## src/rtl/op_arb_pkg.sv

```systemverilog
// Shared types and constants for the op_unit_arbiter slice.
// Optional statistics are built only when OP_ARB_STATS_EN is defined.
package op_arb_pkg;

  typedef enum logic [1:0] {
    IDLE      = 2'd0,
    START     = 2'd1,
    WAIT_DONE = 2'd2,
    RESP      = 2'd3
  } arb_state_e;

  localparam int STAT_GRANT_W = 16;
  localparam int STAT_BUSY_W  = 32;

  localparam int NUM_REQ_MIN = 2;
  localparam int NUM_REQ_MAX = 8;

  // Requester slot k positions above ptr, wrapping modulo n.
  function automatic int rr_slot(
    input int ptr,
    input int k,
    input int n
  );
    int s;
    s = ptr + k;
    if (s >= n) s = s - n;
    return s;
  endfunction

endpackage

```

## src/rtl/op_arb_rr_picker.sv

```systemverilog
// Combinational round-robin picker: first valid requester at or
// above rr_ptr, wrapping, as one-hot and encoded index.
module op_arb_rr_picker
  import op_arb_pkg::*;
#(
  parameter int NUM_REQ = 4,
  parameter int IDX_W   = 2
) (
  input  logic [NUM_REQ-1:0] req_valid,
  input  logic [IDX_W-1:0]   rr_ptr,
  output logic [NUM_REQ-1:0] pick,
  output logic [IDX_W-1:0]   pick_idx,
  output logic               pick_any
);

  logic [IDX_W-1:0] slot;

  always_comb begin
    pick     = '0;
    pick_idx = '0;
    pick_any = 1'b0;
    slot     = '0;
    for (int k = 0; k < NUM_REQ; k++) begin
      slot = IDX_W'(rr_slot(int'(rr_ptr), k, NUM_REQ));
      if (!pick_any && req_valid[slot]) begin
        pick_any   = 1'b1;
        pick_idx   = slot;
        pick[slot] = 1'b1;
      end
    end
  end

endmodule

```

## src/rtl/op_unit_arbiter.sv

```systemverilog
// Round-robin arbiter in front of one ap_ctrl_hs function unit.
// Grant/busy statistics are built only with OP_ARB_STATS_EN.
module op_unit_arbiter
  import op_arb_pkg::*;
#(
  parameter int NUM_REQ = 4,
  parameter int ARG_W   = 72,
  parameter int RES_W   = 32
) (
  input  logic                            clock,
  input  logic                            reset,
  input  logic [NUM_REQ-1:0]              req_valid,
  input  logic [NUM_REQ*ARG_W-1:0]        req_arg,
  output logic [NUM_REQ-1:0]              req_ready,
  output logic [NUM_REQ-1:0]              rsp_valid,
  output logic [RES_W-1:0]                rsp_data,
  output logic                            fu_ap_start,
  input  logic                            fu_ap_ready,
  input  logic                            fu_ap_done,
  output logic [ARG_W-1:0]                fu_arg,
  input  logic [RES_W-1:0]                fu_ap_return,
  output logic                            err_spurious_done,
  output logic [NUM_REQ*STAT_GRANT_W-1:0] stat_grants,
  output logic [STAT_BUSY_W-1:0]          stat_busy
);

  localparam int IDX_W = $clog2(NUM_REQ);

  if (NUM_REQ < NUM_REQ_MIN || NUM_REQ > NUM_REQ_MAX) begin : g_bad_num_req
    $error("op_unit_arbiter: NUM_REQ out of range");
  end

  arb_state_e state_q, state_d;

  logic [IDX_W-1:0] rr_ptr_q, rr_ptr_d;
  logic [IDX_W-1:0] grant_idx_q, grant_idx_d;
  logic [ARG_W-1:0] fu_arg_q, fu_arg_d;
  logic [RES_W-1:0] rsp_data_q, rsp_data_d;
  logic             err_q, err_d;

  logic [NUM_REQ-1:0] pick;
  logic [IDX_W-1:0]   pick_idx;
  logic               pick_any;

  logic grant;
  logic take_result;
  logic spurious;

  op_arb_rr_picker #(
    .NUM_REQ (NUM_REQ),
    .IDX_W   (IDX_W)
  ) u_picker (
    .req_valid (req_valid),
    .rr_ptr    (rr_ptr_q),
    .pick      (pick),
    .pick_idx  (pick_idx),
    .pick_any  (pick_any)
  );

  assign grant = (state_q == IDLE) && pick_any;

  // Done only counts as a result when the unit has taken its args.
  assign take_result = fu_ap_done &&
                       (((state_q == START) && fu_ap_ready) ||
                        (state_q == WAIT_DONE));

  assign spurious = fu_ap_done &&
                    ((state_q == IDLE) || (state_q == RESP));

  always_ff @(posedge clock) begin
    if (reset) begin
      state_q     <= IDLE;
      rr_ptr_q    <= '0;
      grant_idx_q <= '0;
      fu_arg_q    <= '0;
      rsp_data_q  <= '0;
      err_q       <= 1'b0;
    end else begin
      state_q     <= state_d;
      rr_ptr_q    <= rr_ptr_d;
      grant_idx_q <= grant_idx_d;
      fu_arg_q    <= fu_arg_d;
      rsp_data_q  <= rsp_data_d;
      err_q       <= err_d;
    end
  end

  always_comb begin
    state_d = state_q;
    unique case (state_q)
      IDLE: begin
        if (pick_any) state_d = START;
      end
      START: begin
        if (fu_ap_ready && fu_ap_done) state_d = RESP;
        else if (fu_ap_ready)          state_d = WAIT_DONE;
      end
      WAIT_DONE: begin
        if (fu_ap_done) state_d = RESP;
      end
      RESP: begin
        state_d = IDLE;
      end
      default: state_d = IDLE;
    endcase
  end

  always_comb begin
    rr_ptr_d    = rr_ptr_q;
    grant_idx_d = grant_idx_q;
    fu_arg_d    = fu_arg_q;
    rsp_data_d  = rsp_data_q;
    err_d       = err_q;
    if (grant) begin
      grant_idx_d = pick_idx;
      fu_arg_d    = req_arg[int'(pick_idx)*ARG_W +: ARG_W];
    end
    if (take_result) rsp_data_d = fu_ap_return;
    if (state_q == RESP) begin
      if (grant_idx_q == IDX_W'(NUM_REQ - 1)) rr_ptr_d = '0;
      else                                    rr_ptr_d = grant_idx_q + 1'b1;
    end
    if (spurious) err_d = 1'b1;
  end

  always_comb begin
    fu_ap_start = 1'b0;
    req_ready   = '0;
    rsp_valid   = '0;
    unique case (state_q)
      IDLE:      req_ready = pick;
      START:     fu_ap_start = 1'b1;
      WAIT_DONE: ;
      RESP:      rsp_valid[grant_idx_q] = 1'b1;
      default:   ;
    endcase
  end

  assign fu_arg            = fu_arg_q;
  assign rsp_data          = rsp_data_q;
  assign err_spurious_done = err_q;

`ifdef OP_ARB_STATS_EN
  logic [NUM_REQ*STAT_GRANT_W-1:0] grants_q, grants_d;
  logic [STAT_BUSY_W-1:0]          busy_q, busy_d;

  // Grant counters saturate; the busy counter wraps.
  always_comb begin
    grants_d = grants_q;
    busy_d   = busy_q;
    if (state_q != IDLE) busy_d = busy_q + 1'b1;
    for (int i = 0; i < NUM_REQ; i++) begin
      if (grant && (pick_idx == IDX_W'(i)) &&
          (grants_q[i*STAT_GRANT_W +: STAT_GRANT_W] != '1)) begin
        grants_d[i*STAT_GRANT_W +: STAT_GRANT_W] =
          grants_q[i*STAT_GRANT_W +: STAT_GRANT_W] + 1'b1;
      end
    end
  end

  always_ff @(posedge clock) begin
    if (reset) begin
      grants_q <= '0;
      busy_q   <= '0;
    end else begin
      grants_q <= grants_d;
      busy_q   <= busy_d;
    end
  end

  assign stat_grants = grants_q;
  assign stat_busy   = busy_q;
`else
  assign stat_grants = '0;
  assign stat_busy   = '0;
`endif

endmodule

```

## config.mk

```make
export PLATFORM = sky130hd
export DESIGN_NAME = op_unit_arbiter
export DESIGN_NICKNAME = d
export VERILOG_FILES = /design/src/rtl/op_arb_pkg.sv /design/src/rtl/op_arb_rr_picker.sv /design/src/rtl/op_unit_arbiter.sv
export SDC_FILE = /design/constraint.sdc
export NUM_CORES = 1
export LEC_CHECK = 0
export CAP_MARGIN = 20
export CORE_AREA = 2 2 209 211
export DETAILED_ROUTE_END_ITERATION = 8
export DIE_AREA = 0 0 211 213
export GPL_TIMING_DRIVEN = 0
export PLACE_DENSITY_LB_ADDON = 0.2
export SYNTH_ARGS = -nofsm -noshare
export SYNTH_HDL_FRONTEND = slang
export SYNTH_SLANG_ARGS = --single-unit
```

## constraint.sdc

```tcl
create_clock -name clock -period 3.5 [get_ports clock]
set_input_delay 0.525 -clock clock [delete_from_list [all_inputs] [get_ports clock]]
set_output_delay 0.525 -clock clock [all_outputs]
set_load 0.005 [all_outputs]
```

## Yosys cells after proc, flatten, opt, wreduce, memory -nomap -nowiden

Cells that the tools add are included.

- Flip-flop bits (word level): 111
- Logic and storage cells: 103
- Input bits: 328

- Magnitude comparators: 14
- Multipliers: 1
- Mux-type cells: 43
- Equal/unequal tests: 7
- Reduce and logical (&&, ||, !) cells: 20
- $add $sub $neg: 8
- Shift-type cells: 1
- Bitwise gates (word level): 3

Operators by type and width:

| cell | count |
|---|---|
| 288-bit by 10-bit variable part select with 72-bit output | 1 |
| 2-bit two-way mux | 13 |
| 4-bit two-way mux | 6 |
| 2-bit by 3-bit less-than comparator with 1-bit output (second input constant) | 5 |
| 1-bit two-way mux | 14 |
| 1-bit logical AND | 13 |
| 4-bit OR | 3 |
| 1-bit demux with 2-bit select | 5 |
| 2-bit by 1-bit >= comparator with 1-bit output (second input constant) | 5 |
| 3-bit >= comparator (second input constant) | 3 |
| 1-bit binary-select mux with 2-bit select | 4 |
| 2-bit case mux with 4 select lines | 1 |
| 2-bit by 1-bit subtractor with 2-bit output (second input constant) | 4 |
| 2-bit by 2-bit adder with 3-bit output (second input constant) | 2 |
| 2-bit equality test (second input constant) | 3 |
| 2-bit by 4-bit multiplier with 6-bit output (second input constant) | 1 |
| 2-bit != test (second input constant) | 2 |
| 2-bit by 1-bit adder with 3-bit output (second input constant) | 1 |
| 2-bit by 3-bit >= comparator with 1-bit output (second input constant) | 1 |
| 1-bit zero test | 3 |
| 3-bit by 2-bit != test with 1-bit output (second input constant) | 1 |
| 3-bit AND reduction | 1 |
| 2-bit by 1-bit adder with 2-bit output (second input constant) | 1 |
| 2-bit by 1-bit equality test with 1-bit output (second input constant) | 1 |
| 2 further kinds | 3 |

## Logic depth before layout (Yosys ltp)

- Depth in word-level cells: 16
- Depth in mapped cells: 11
- Depth with buffers taken out: 8

## Hierarchy

A second synthesis with hierarchy kept.

- Cell total of the unflattened synthesis: 597
- Area total of the unflattened synthesis: 6765.2 um2

By module, submodules not included:

| module | sequential area each (um2) | area each (um2) | instances | cells an instance |
|---|---|---|---|---|
| op_unit_arbiter | 2222.1 | 6343.6 | 1 | 552 |
| op_arb_rr_picker | 0.0 | 421.7 | 1 | 45 |

## Worst setup path after synthesis

OpenSTA, ideal clock, no wires.

- Path type: register to output
- From: register rr_ptr_q[0]
- To: output req_ready[0]
- Data arrival time: 2259 ps
- Setup slack: 716 ps
- Stages on the path, launching flop included: 9
- Cell sequence: dfxtp_1 > inv_1 > ha_1 > clkbuf_1 > mux2_2 > a21oi_1 > nor4_1 > a221oi_1 > nor2b_1

- Cells in the longest elaborated chain, start to end: 15
- Elaborated cells on any way between the ends: 60
- Classes of those cells: add/sub (7); order compare (12); mux (28); bitwise (3); reduce/logical (10)

RTL lines:

| what | RTL line | RTL |
|---|---|---|
| from (decl) | op_unit_arbiter.sv:35 | `logic [IDX_W-1:0] rr_ptr_q, rr_ptr_d;` |
| from (signal assigned) | op_unit_arbiter.sv:80 | `rr_ptr_q <= rr_ptr_d;` |
| branches (longest 13 deep; another with 2-bit by 1-bit adder with 3-bit output) | n/a |  |
| 4-bit two-way mux * | op_arb_rr_picker.sv:25 | `if (!pick_any && req_valid[slot]) begin` |
| 4-bit two-way mux * | op_unit_arbiter.sv:130 | `unique case (state_q)` |
| to (decl) | op_unit_arbiter.sv:14 | `output logic [NUM_REQ-1:0] req_ready,` |

Every way passes the cells marked *. The select of a mux whose other input is x is not followed.

## Final worst setup path

- From: input req_valid[3]
- To: output req_ready[0]

- Cells in the longest elaborated chain, start to end: 13
- Elaborated cells on any way between the ends: 25
- Classes of those cells: mux (16); bitwise (3); reduce/logical (6)

RTL lines:

| what | RTL line | RTL |
|---|---|---|
| from (decl) | op_unit_arbiter.sv:12 | `input logic [NUM_REQ-1:0] req_valid,` |
| 1-bit binary-select mux with 2-bit select | op_arb_rr_picker.sv:25 |  |
| 1-bit two-way mux (not written as such) | op_arb_rr_picker.sv:25 |  |
| 1-bit two-way mux | op_arb_rr_picker.sv:25 |  |
| 1-bit zero test | op_arb_rr_picker.sv:25 |  |
| 1-bit logical AND | op_arb_rr_picker.sv:25 |  |
| 1-bit two-way mux | op_arb_rr_picker.sv:25 |  |
| 1-bit zero test | op_arb_rr_picker.sv:25 |  |
| 1-bit logical AND | op_arb_rr_picker.sv:25 |  |
| 1-bit two-way mux | op_arb_rr_picker.sv:25 |  |
| 1-bit zero test | op_arb_rr_picker.sv:25 |  |
| 1-bit logical AND | op_arb_rr_picker.sv:25 |  |
| 4-bit two-way mux * | op_arb_rr_picker.sv:25 |  |
| 4-bit two-way mux * | op_unit_arbiter.sv:130 |  |

Mark *: on every way between the ends. The rest lies on a longest branch, timed or not. The select of a mux whose other input is x is not followed.

==> results.py <==
metrics = {
    "run_status": {
        "outcome": "finished, final reports clean",
    },
    "power_and_ir_drop": {
        "p_seq_share_pct": 27.9,
        "power_mw": 6.97,
        "p_switching_mw": 2.65,
        "p_leak_nw": 5.24,
        "pwr-share-comb_pct": 56.9,
        "switching_share_pct": 38.0,
        "p_clk_share_pct": 15.2,
        "power_density_nw_per_um2": 533,
        "ir_drop_mv": 0.257,
        "power.internal_mw": 4.32,
    },
    "clock_tree": {
        "clk_pin_slew_ps": 70,
        "ctsHoldBuffers": 0,
        "clock-sinks": 111,
        "htreeDepth": 3,
        "cts_tree": "done",
        "root_buffer": "clkbuf_16",
        "insertion_delay_ps": 370,
        "clk_path_buf_depth": 2,
        "cts_buffers": 9,
    },
    "die": {
        "ios": 538,
        "num_rows": 76,
        "die_y_um": 213,
        "start_util_pct": 17.0,
        "die_area_sq_um": 44900,
        "core_area_sq_um": 42700,
        "die_w_um": 211,
    },
    "global_route": {
        "gr-usage-all-layers_pct": 14.7,
        "grt_max_degree": 18,
        "grt_pass1_wl_um": 48700,
        "grt_pass1_vias": 7538,
        "antenna_found_initial": 5,
        "grt_overflow": 0,
    },
    "critical_path": {
        "r2r_slack_ps": 360,
        "critPathSlowestCell": "mux4_2",
        "path_class": "in2out",
        "ff2ff_path_depth": 9,
        "cp.required_ps": 2970,
        "cpMostUsedCell": "clkdlybuf4s50_1",
        "crit-reg2reg-capture": "fu_arg[55]",
        "crit_arrival_ps": 2880,
        "r2r-start": "rr_ptr_q[0]",
        "cp_slowest_stage_delay_ps": 640,
        "crit_end": "req_ready[0]",
        "cp-startpoint": "req_valid[3]",
        "crit_chain": "clkdlybuf4s50_1 > mux4_2 > nor2b_4 > a22oi_1 > nor2_1 > a221oi_1 > nor2b_1 > clkdlybuf4s50_1",
        "path_max_fanout": 9,
        "cp-start-kind": "input port",
        "end_kind": "output pin",
    },
    "layout": {
        "utilization_pct": 30.7,
        "layout.nets": 1710,
        "area_growth_pct": 80.2,
        "finalNonFillerCells": 1919,
        "design_area_sq_um": 13100,
        "drive_above_1_share_pct": 12.5,
    },
    "logic_synthesis": {
        "synth_cells": 813,
        "synthArstFlopShare_pct": 0,
        "ys_seq_elements": 111,
        "syn_area_sq_um": 7270,
        "synth_edf_count": 0,
        "seq_area_frac_synth_pct": 30.6,
        "ys.flop_type": "dfxtp_1",
        "synth.distinct_cells": 42,
        "yosysTopAreaCellShare_pct": 30.6,
        "syn_area_per_cell_sq_um": 8.94,
        "synth.area.top_cells": "dfxtp_1 31%, mux2i_1 20%, buf_4 10%",
        "synth.most_common_cell": "mux2i_1",
        "synth_top_area_cell": "dfxtp_1",
        "synth_commonest_cells": "148 x mux2i_1, 113 x nand2_1, 111 x dfxtp_1",
        "yosys_warnings": 0,
    },
    "routing": {
        "wl_um": 34600,
        "vias_per_cell": 3.92,
        "drc": 0,
        "drtAntennaViolNets": 0,
        "dr.first_iter.drc_count": 266,
        "vias": 7530,
        "drtPass1Iterations": 6,
        "wl_per_cell_um": 18.0,
    },
    "place": {
        "detailed_place.area_sq_um": 12700,
        "dp_hpwl_um": 28500,
        "numPortBuffers": 440,
        "place_congestion": 0.818,
        "placed_cells": 1894,
        "dp_slack_ps": -591,
    },
    "timing": {
        "skew_ps": 6.45,
        "hold_slack_ps": 451,
        "setup-violations-final": 0,
        "max_freq_ghz": 0.294,
        "final-hold-violation-count": 0,
        "worst_slew_pin_slew_ps": 690,
        "drv_slew": 0,
        "min_period_ps": 3410,
        "fin_ws_ps": 93.8,
        "final.period_utilization_pct": 97.3,
        "rsz0062_at_grt": "true",
        "max_slew_margin_pct": 54.0,
        "setup-tns-final_ps": 0,
    },
    "min_path": {
        "min-delay-start": "rsp_data[24]",
        "hold_path.class": "reg2reg",
        "hold_depth": 2,
    },
    "job": {
        "max-cap-violations": 0,
    },
}
## worst min-delay path by stage
stage / endpoint / slack [ps]
after detailed placement: rsp_data[24] / 450
after global placement: rsp_data[21] / 440
final: rsp_data[24] / 450
after CTS: rsp_data[24] / 450
after global routing: rsp_data[31] / 470
after floorplan: rsp_data[0] / 450
## repair_timing
| action | CTS | global route |
|---|---|---|
| gates cloned | 0 | 0 |
| buffers inserted | 1 | 8 |
| pin swaps | 1 | 0 |
| gates resized for setup | 12 | 3 |
| endpoints found under the setup margin | 44 | 14 |
## logic make-up (layout without fill, tap and decap cells)
| kind of cell | count (synthesis) | count (layout) | synth area share (%) |
|---|---|---|---|
| flops | 111 | 111 | 30.6 |
| fa+ha+maj | 15 | 15 | 2.58 |
| buf+inv | 166 | 630 | 15.4 |
| other cells | 1 | 97 | 0.0516 |
| mux | 152 | 152 | 21.5 |
| simple gates | 239 | 239 | 15.3 |
| compound gates | 129 | 129 | 14.6 |
## cell usage in the layout, fill, tap and decap left out, types with 4 or more instances in the layout
master | Yosys | routed
dfxtp_1 | 111 | 109
and2_1 | 5 | 5
buf_2 | 8 | 8
mux2i_1 | 148 | 148
buf_4 | 101 | 111
inv_1 | 11 | 10
ha_1 | 15 | 15
a22oi_1 | 4 | 4
o221ai_1 | 45 | 45
buf_8 | 7 | 7
a221oi_1 | 17 | 17
clkbuf_1 | 28 | 27
nor2_1 | 47 | 46
nand2_1 | 113 | 113
clkdlybuf4s50_1 | 0 | 437
nor2b_1 | 60 | 60
buf_1 | 7 | 7
a221oi_2 | 14 | 14
a21oi_1 | 37 | 36
conb_1 | 1 | 96
clkbuf_16 | 0 | 9
buf_6 | 4 | 4
## sequential cells by signal, indices dropped and copies added (netlist names)
register	count
fu_arg	72
err_spurious_done	1
rsp_data	32
state_q	2
rr_ptr_q	2
grant_idx_q	2
## metal layers
layer / GRT usage (%) / part of all wire (%) / up-vias
met3: 5.25 / 8.5 / 23
met2: 26.8 / 51 / 302
met4: 3.35 / 1.3 / 2
met1: 16.2 / 40 / 3421
met5: 0 / 0.038 / -
li1: - / - / 3782
## critical path: cells and delay by family
family / cells / cell delay (ps)
muxes: 1 / 640
AOI/OAI and AO/OA: 2 / 160
and+or+nand+nor: 3 / 450
buffers and inverters: 2 / 1100
## layout make-up
class | count | area [sq um]
Antenna cell | 1 | 2.50
Sequential cell | 111 | 2230
Multi-Input combinational cell | 631 | 4300
Inverter | 11 | 45.0
Clock buffer | 12 | 256
Buffer | 154 | 1080
Timing Repair Buffer | 449 | 4470
Fill cell | 4596 | 29600
Tap cell | 546 | 683
Clock inverter | 4 | 28.8
## power groups by stage
stage               clock network [mW]  logic [mW]  registers, mW
CTS                               1.13        4.02           1.95
detailed placement                   0        4.00           1.97
floorplan                            0        2.01           1.98
global placement                     0        3.99           1.96
global route                      1.16        4.32           2.00
finish                            1.06        3.97           1.95
(Power assumes the default switching activity.)
